===== src/rtl/ddr3_request_arbiter.sv =====
// Two-requester arbiter for a DDR3 user-side controller. Read tags are tracked in order to route returns.
// Optional: define ARB_ROUND_ROBIN_EN for round-robin grant; default is fixed priority to A.
module ddr3_request_arbiter #(
  parameter int ADDR_BITWIDTH = 18,
  parameter int DQ_BITWIDTH   = 16,
  parameter int RD_TAG_DEPTH  = 4
) (
  input  logic                          clk,
  input  logic                          reset_n,
  input  logic                          a_req_valid,
  output logic                          a_req_ready,
  input  logic                          a_req_write,
  input  logic [ADDR_BITWIDTH-1:0]      a_req_address,
  input  logic [DQ_BITWIDTH-1:0]        a_req_data,
  input  logic                          b_req_valid,
  output logic                          b_req_ready,
  input  logic                          b_req_write,
  input  logic [ADDR_BITWIDTH-1:0]      b_req_address,
  input  logic [DQ_BITWIDTH-1:0]        b_req_data,
  output logic                          a_rd_valid,
  output logic                          b_rd_valid,
  output logic [DQ_BITWIDTH-1:0]        rd_data,
  output logic                          write_enable,
  output logic                          read_enable,
  output logic [ADDR_BITWIDTH-1:0]      i_user_data_address,
  output logic [DQ_BITWIDTH-1:0]        i_user_data,
  input  logic                          ctrl_ready,
  input  logic                          ctrl_rd_valid,
  input  logic [DQ_BITWIDTH-1:0]        o_user_data,
  output logic [$clog2(RD_TAG_DEPTH):0] rd_outstanding,
  output logic                          rd_underflow
);

  localparam int PTR_W = $clog2(RD_TAG_DEPTH);
  localparam int CNT_W = PTR_W + 1;

  typedef enum logic {IDLE, ISSUE} state_t;

  state_t                    state, state_nxt;
  logic                      tag_full, a_elig, b_elig;
  logic                      grant_any, grant_b;
  logic                      push, pop;
  logic                      req_write_p0, req_id_p0;
  logic [ADDR_BITWIDTH-1:0]  req_addr_p0;
  logic [DQ_BITWIDTH-1:0]    req_data_p0;
  logic [RD_TAG_DEPTH-1:0]   tag_mem;
  logic [PTR_W-1:0]          wr_ptr, rd_ptr;
`ifdef ARB_ROUND_ROBIN_EN
  logic                      last_grant;
`endif

  always_comb begin
    tag_full  = (rd_outstanding == CNT_W'(RD_TAG_DEPTH));
    a_elig    = a_req_valid & (a_req_write | ~tag_full);
    b_elig    = b_req_valid & (b_req_write | ~tag_full);
    grant_any = 1'b0;
    grant_b   = 1'b0;
    state_nxt = state;
    case (state)
      IDLE: begin
        if (ctrl_ready && (a_elig || b_elig)) begin
          grant_any = 1'b1;
          state_nxt = ISSUE;
          if (a_elig && b_elig) begin
`ifdef ARB_ROUND_ROBIN_EN
            grant_b = ~last_grant;
`else
            grant_b = 1'b0;
`endif
          end else begin
            grant_b = b_elig;
          end
        end
      end
      ISSUE:   state_nxt = IDLE;
      default: state_nxt = IDLE;
    endcase
    push = (state == ISSUE) & ~req_write_p0;
    pop  = ctrl_rd_valid & (rd_outstanding != '0);
  end

  always_ff @(posedge clk or negedge reset_n) begin
    if (!reset_n) state <= IDLE;
    else          state <= state_nxt;
  end

`ifdef ARB_ROUND_ROBIN_EN
  // last_grant resets to B so that A wins the first contended grant
  always_ff @(posedge clk or negedge reset_n) begin
    if (!reset_n)       last_grant <= 1'b1;
    else if (grant_any) last_grant <= grant_b;
  end
`endif

  // Stage p0: accepted request latched alongside its ready pulse
  always_ff @(posedge clk or negedge reset_n) begin
    if (!reset_n) begin
      a_req_ready  <= 1'b0;
      b_req_ready  <= 1'b0;
      req_write_p0 <= 1'b0;
      req_id_p0    <= 1'b0;
      req_addr_p0  <= '0;
      req_data_p0  <= '0;
    end else begin
      a_req_ready <= grant_any & ~grant_b;
      b_req_ready <= grant_any & grant_b;
      if (grant_any) begin
        req_write_p0 <= grant_b ? b_req_write   : a_req_write;
        req_addr_p0  <= grant_b ? b_req_address : a_req_address;
        req_data_p0  <= grant_b ? b_req_data    : a_req_data;
        req_id_p0    <= grant_b;
      end
    end
  end

  // Stage p1: command pulse to the controller; address/data hold between commands
  always_ff @(posedge clk or negedge reset_n) begin
    if (!reset_n) begin
      write_enable        <= 1'b0;
      read_enable         <= 1'b0;
      i_user_data_address <= '0;
      i_user_data         <= '0;
    end else begin
      write_enable <= (state == ISSUE) & req_write_p0;
      read_enable  <= (state == ISSUE) & ~req_write_p0;
      if (state == ISSUE) begin
        i_user_data_address <= req_addr_p0;
        i_user_data         <= req_data_p0;
      end
    end
  end

  // Read tag FIFO: requester IDs in issue order, popped on each controller read return
  always_ff @(posedge clk or negedge reset_n) begin
    if (!reset_n) begin
      tag_mem        <= '0;
      wr_ptr         <= '0;
      rd_ptr         <= '0;
      rd_outstanding <= '0;
    end else begin
      if (push) begin
        tag_mem[wr_ptr] <= req_id_p0;
        wr_ptr          <= wr_ptr + 1'b1;
      end
      if (pop) rd_ptr <= rd_ptr + 1'b1;
      case ({push, pop})
        2'b10:   rd_outstanding <= rd_outstanding + 1'b1;
        2'b01:   rd_outstanding <= rd_outstanding - 1'b1;
        default: rd_outstanding <= rd_outstanding;
      endcase
    end
  end

  // Stage p1 (return path): routed read data one cycle after the controller return
  always_ff @(posedge clk or negedge reset_n) begin
    if (!reset_n) begin
      a_rd_valid   <= 1'b0;
      b_rd_valid   <= 1'b0;
      rd_data      <= '0;
      rd_underflow <= 1'b0;
    end else begin
      a_rd_valid <= pop & ~tag_mem[rd_ptr];
      b_rd_valid <= pop & tag_mem[rd_ptr];
      if (pop) rd_data <= o_user_data;
      if (ctrl_rd_valid && (rd_outstanding == '0)) rd_underflow <= 1'b1;
    end
  end

endmodule


===== config.mk =====
export PLATFORM = sky130hd
export DESIGN_NAME = ddr3_request_arbiter
export DESIGN_NICKNAME = d
export VERILOG_FILES = /design/src/rtl/ddr3_request_arbiter.sv
export SDC_FILE = /design/constraint.sdc
export NUM_CORES = 1
export LEC_CHECK = 0
export BUFFER_PORTS_ARGS = -buffer_cell sky130_fd_sc_hd__buf_2
export CORE_ASPECT_RATIO = 0.9
export CORE_MARGIN = 5
export CORE_UTILIZATION = 45
export DETAILED_ROUTE_END_ITERATION = 8
export PLACE_DENSITY = 0.77
export SKIP_LAST_GASP = 1
export SLEW_MARGIN = 10
export SYNTH_ARGS = -nofsm -noshare
export SYNTH_HDL_FRONTEND = slang
export SYNTH_SLANG_ARGS = --single-unit

===== constraint.sdc =====
create_clock -name clk -period 2.48 [get_ports clk]
set_clock_uncertainty 0.1 [all_clocks]
set_input_delay 0.124 -clock clk [delete_from_list [all_inputs] [get_ports clk]]
set_output_delay 0.124 -clock clk [all_outputs]
set_load 0.1 [all_outputs]

# Word level (Yosys, flattened, before mapping)
# Cells that the tools add are included.
totals:
  ff_bits: 105
  latchBits: 0
  ram_bits: 0
  romBits: 0
  inputBits: 92
  out_inout_bits: 60
  wordCells: 68
  memories: 0
classes:
  add_sub_neg: 4
  multipliers: 0
  div: 0
  order_cmp: 3
  eq_ne: 3
  shifts: 0
  muxes: 15
  bitwise: 16
  n_reduce_logical: 8
op_table:
  columns: ["cell", "count"]
  rows:
  - ["two-way mux 18 bit", 1]
  - ["two-way mux 16 bit", 1]
  - ["bitwise AND 1 bit", 9]
  - ["two-way mux 1 bit", 8]
  - ["less-than comparator 2 x 3 -> 1 bit (second input constant)", 2]
  - ["case mux 3 bit (2 select lines)", 1]
  - ["NOT 1 bit", 5]
  - ["adder 2 x 1 -> 2 bit (second input constant)", 2]
  - ["bitwise mux 4 bit", 1]
  - ["logical AND 1 bit", 4]
  - ["adder 3 x 1 -> 3 bit (second input constant)", 1]
  - ["== test 3 bit (second input constant)", 1]
  - ["logical NOT 3 bit", 1]
  - ["nonzero test 3 bit", 1]
  - ["subtractor 3 x 1 -> 3 bit (second input constant)", 1]
  - ["binary-select mux 1 bit (select 2 bit)", 1]
  - ["demux 1 bit (select 2 bit)", 1]
  - ["== test 2 x 1 -> 1 bit (second input constant)", 1]
  - ["== test 2 bit (second input constant)", 1]
  - [">= comparator 2 x 1 -> 1 bit (second input constant)", 1]
  - ["OR 1 bit", 2]
  - ["case mux 1 bit (2 select lines)", 1]
  - ["nonzero test 2 bit", 1]
  - ["logical OR 1 bit", 1]

# Logic depth before layout (Yosys ltp)
depth:
  depth_word: 10
  mapped_depth: 11
  mapped_depth_nobuf: 9

# Worst setup path before layout
# Ideal clock, no wire load.
synth_timing:
  kind: "register -> register"
  startpoint: "register rd_outstanding[0]"
  endpoint: "register rd_outstanding[2]"
  setup_time_ps: 163
  t_arrival_ps: 2815
  required_time_ps: 2217
  slack_ps: -599
  stages_incl_launch_ff: 12
  n_path_buf: 2
  synth_period_minus_slack_ps: 3079
  path_cell_list: "dfrtp_1 -> nor3_1 -> nand2b_1 -> buf_2 -> clkinv_1 -> clkbuf_1 -> ha_1 -> inv_1 -> fa_1 -> xor2_1 -> nor2_1 -> xor2_1"
synth_between:
  elab_chain_len: 4
  word_cells_on_any_way: 8
  classes_between: "2 x add/sub; 2 x eq/ne; 1 x mux; 1 x bitwise; 2 x reduce/logical"
synth_rtl:
  columns: ["element", "line_no", "text"]
  rows:
  - ["start, declared", "30", "output logic [$clog2(RD_TAG_DEPTH):0] rd_outstanding,"]
  - ["start signal, assigned", "147", "2'b10: rd_outstanding <= rd_outstanding + 1'b1;"]
  - ["start signal, assigned", "148", "2'b01: rd_outstanding <= rd_outstanding - 1'b1;"]
  - ["start signal, assigned", "149", "default: rd_outstanding <= rd_outstanding;"]
  - ["nonzero test 3 bit *", "79", "pop = ctrl_rd_valid & (rd_outstanding != '0);"]
  - ["bitwise AND 1 bit *", "79", null]
  - ["net pop", "42", "logic push, pop;"]
  - ["== test 2 x 1 -> 1 bit / == test 2 bit (equally long branches)", "146", "case ({push, pop})"]
  - ["case mux 3 bit (2 select lines) / nonzero test 2 bit (equally long branches)", null, null]
# Mark *: on every way through the listed nets, which the timed path passes. The rest lies on a longest branch.
# A chain may end at the register's enable or synchronous reset.

# Final worst setup path
layout_timing:
  startpoint: "register rd_outstanding[1]"
  endpoint: "register req_addr_p0[1]"
layout_between:
  elab_chain_len: 9
  word_cells_on_any_way: 15
  classes_between: "1 x eq/ne; 6 x mux; 5 x bitwise; 3 x reduce/logical"
layout_rtl:
  columns: ["element", "line_no", "text"]
  rows:
  - ["== test 3 bit *", "53", "tag_full = (rd_outstanding == CNT_W'(RD_TAG_DEPTH));"]
  - ["NOT 1 bit *", "54, 55", null]
  - ["OR 1 bit (on tied branches)", "54, 55", null]
  - ["bitwise AND 1 bit (on tied branches)", "54, 55", null]
  - ["logical AND 1 bit / logical OR 1 bit (equally long branches)", "64, 61", null]
  - ["two-way mux 1 bit / logical AND 1 bit (equally long branches)", "64, 61", null]
  - ["two-way mux 1 bit", "61", "if (ctrl_ready && (a_elig || b_elig)) begin"]
  - ["two-way mux 1 bit", "59", "case (state)"]
  - ["two-way mux 18 bit", "109", "req_addr_p0 <= grant_b ? b_req_address : a_req_address;"]
  - ["end signal, assigned", "109", null]
  - ["end, declared", "44", "logic [ADDR_BITWIDTH-1:0] req_addr_p0;"]
# Mark *: on every way between the ends. The rest lies on a longest branch, timed or not.

==> metrics.md <==
| Metric | Value |
|---|---|
| Skew-Pair Late Insertion Delay | `0.36 ns` |
| Syn. warnings | `0` |
| Hold depth | `3` |
| Fin nets | `685` |
| Mux cell area share after synthesis | `about 11%` |
| Fill cell count | `between 600 and 700` |
| Hold_buf cts | `86` |
| PwrDens | `~1400 mW/mm2` |
| Crit path DAT | `2.39 ns` |
| 1st-iter DRT viols | `192` |
| Synth Flop Type | `dfrtp_1` |
| TritonCTS clock tree | `built` |
| Most common cell in the netlist | `dfrtp_1` |
| Design Area, Final | `roughly 0.0063 mm2` |
| Critical path fanouts, max | `17` |
| Drt wl/cell | `17.89 um` |
| R2R cell count | `5` |
| Ys async rst share | `between 90% and 100%` |
| Setup TNS | `0 ns` |
| Die W | `~110 um` |
| Vias per cell | `5.199` |
| Post-synthesis net count | `443` |
| Clk sinks | `between 100 and 150` |
| DRC Markers | `0` |
| Post-CTS Setup Repair Bufs | `0` |
| DRT Pass-1 Iters | `4` |
| Post-Syn Area per Cell | `12.40 um2` |
| Sequential area share after synthesis | `between 60% and 70%` |
| Gr ovfl total | `0` |
| Pwr Total | `slightly below 9000 uW` |
| Die ar. | `0.01156 mm2` |
| Fmax | `445.7 MHz` |
| Yosys reg bits | `105` |
| Max clock buf depth | `2` |
| Crit path kind | `flip-flop to flip-flop` |
| Final WL | `12.84 mm` |
| Simple-Gate Fraction of Synth Area | `13.10%` |
| Commonest cells in the netlist | `dfrtp_1 (105), nand2_1 (56), mux2_2 (38)` |
| Multi-input logic area | `roughly 0.0015 mm2` |
| Largest family of logic cells by synthesized area | `simple AND/OR/NAND/NOR gates` |
| Post-route ant nets | `0` |
| Crit. End Element | `flip-flop` |
| Placed Area | `approximately 0.0052 mm2` |
| FF/Latch Area | `0.002639 mm2` |
| Max-slew violation count | `0` |
| Hold_sp | `b_req_write` |
| RSZ-0062 raised after global routing | `no` |
| Starting Density | `46.46%` |
| Post-synth EDFFs | `0` |
| Status | `finished clean` |
| GPL Wtd Cong | `0.7846` |
| Yosys cell types | `34` |
| Compound-Gate Fraction of Synth Area | `between 7 and 8%` |
| Final worst slack | `0.2362 ns` |
| Period Utilization, post-route | `~90%` |
| Post-Synth XOR/XNOR Area | `between 1 and 1.5%` |
| Synth Area in Adders | `1.930%` |
| All-Layer GR Usage | `22.73%` |
| Top cell type's share of synthesized area | `61.42%` |
| CP Launch Type | `flip-flop` |
| Vias | `3733` |
| Hold path endpoint | `req_write_p0` |
| Global-route wire length before repair | `slightly above 20 mm` |
| Critical Path RT | `2.63 ns` |
| I/O Pins | `152` |
| Worst-path clk slew | `0.11 ns` |
| Share of layout cells above drive strength 1 | `between 30% and 40%` |
| Hpwl dp | `8.024 mm` |
| Worst setup startpoint | `rd_outstanding[1]` |
| Largest area contributor in the netlist | `dfrtp_1` |
| PostCTS Resize Cnt | `0` |
| Fin. Hold Viols | `0` |
| Total CTS buffers | `9` |
| Port bufs | `151` |
| Die Ht | `102.5 um` |
| Area Overhead vs Synth | `46.80%` |
| CTS Root Cell | `clkbuf_8` |
| Worst slack, placed | `roughly 0.33 ns` |
| Vias in the first global route | `4006` |
| Worst r2r src | `rd_outstanding[1]` |
| Min Tclk post-route | `around 2.2 ns` |
| Least-Margin Pin Slew | `approximately 1.1 ns` |
| H-tree Lvls | `3` |
| Finished Layout Cells | `about 720` |
| Dominant cells by area after synthesis | `dfrtp_1 (61%), mux2_2 (10%), a221o_1 (5.6%)` |
| Pin count of the biggest net entering global routing | `34` |
| Hold/Removal Path Class | `input port to flip-flop` |
| Worst r2r dst | `req_addr_p0[1]` |
| Num rows | `33` |
| Reg2reg setup slack | `0.24 ns` |
| Cells after DPL | `between 600 and 700` |
| Core Footprint | `0.009208 mm2` |
| Max IR drop VDD | `between 1 and 1.5 mV` |
| Final setup viols | `0` |
| Leak pwr | `roughly 0.0032 uW` |
| Initial antenna violation count | `4` |
| Cell area after synthesis | `0.004278 mm2` |
| Post-synthesis cell count | `345` |
| Max-cap violations | `0` |
| Normalized max-slew margin | `28.84%` |
==> worst max-delay path by stage <==
stage / endpoint / slack (ns) / depth (start not counted)
CTS: req_addr_p0[1] / 0.30 / 6
detailed placement: req_data_p0[10] / 0.33 / 6
finish: req_addr_p0[1] / 0.24 / 5
global route: req_addr_p0[1] / 0.18 / 6
floorplan: rd_outstanding[2] / 0.02 / 11
global placement: req_addr_p0[8] / 0.39 / 5
==> worst max-delay path: stages, from the launching register on <==
cell     delay [ns]
dfrtp_4        0.52
or4b_1         0.56
and3_1         0.22
buf_4          0.20
and3_1         0.23
a221o_1        0.30
==> flip-flops by register name (all words and copies together) (netlist names), 3 cells and up <==
signal,flops
i_user_data_address,18
req_addr_p0,18
i_user_data,16
rd_data,16
req_data_p0,16
tag_mem,4
rd_outstanding,3
==> power breakdown <==
group / internal (uW) / switching [uW]
clock: 393 / 622
combinational: 1070 / 3880
sequential: 2400 / 426
==> kinds of logic (layout without fill, tap and decap cells) <==
| family | after synthesis | in the layout |
|---|---|---|
| and+or+nand+nor | 117 | 117 |
| buffers and inverters | 32 | 279 |
| DFF | 105 | 105 |
| xor gates and xnor gates | 6 | 6 |
| AOI/OAI and AO/OA | 39 | 39 |
| adders and majority gates | 6 | 6 |
| other | 0 | 4 |
| muxes | 40 | 40 |
==> per-layer routing <==
metal	up-vias	part of all wire (%)	global-route usage (%)
met5	-	0	0
met2	160	52	40.66
met3	35	6.3	4.754
li1	1698	-	-
met1	1840	39	26.47
met4	0	3.3	10.72
==> cells in the final DEF, fill, tap and decap left out, types with 3 or more instances in the layout <==
cell / synthesis / final
xnor2_1: 4 / 4
inv_1: 9 / 9
nor2_1: 14 / 14
nor3_1: 11 / 11
ha_1: 5 / 5
nand2_1: 56 / 56
diode_2: 0 / 4
mux2_2: 38 / 38
clkbuf_8: 0 / 9
buf_4: 2 / 15
dfrtp_1: 105 / 102
dlygate4sd3_1: 0 / 86
inv_6: 0 / 3
dfrtp_4: 0 / 3
and3_1: 25 / 25
o22ai_1: 10 / 10
buf_2: 2 / 150
a221o_1: 24 / 24
and2_1: 3 / 3
==> area by class of cell <==
cell class | count | area share (%)
Antenna cell | 4 | 0.1594
Clock buffer | 9 | 1.973
Clock inverter | 7 | 1.116
Inverter | 11 | 0.6774
Multi-Input combinational cell | 208 | 23.85
Sequential cell | 105 | 42.02
Tap cell | 122 | 2.431
Timing Repair Buffer | 252 | 27.77
==> stage by stage <==
stage / utilization (%) / hold slack, ns
floorplan: - / -0.2716
global placement: 56.64 / -0.03944
detailed placement: 56.64 / -0.03506
CTS: 68.09 / 0.01995
global route: 68.20 / 0.05943
finish: 68.20 / 0.05037
Power figures use the tool's default switching activity.
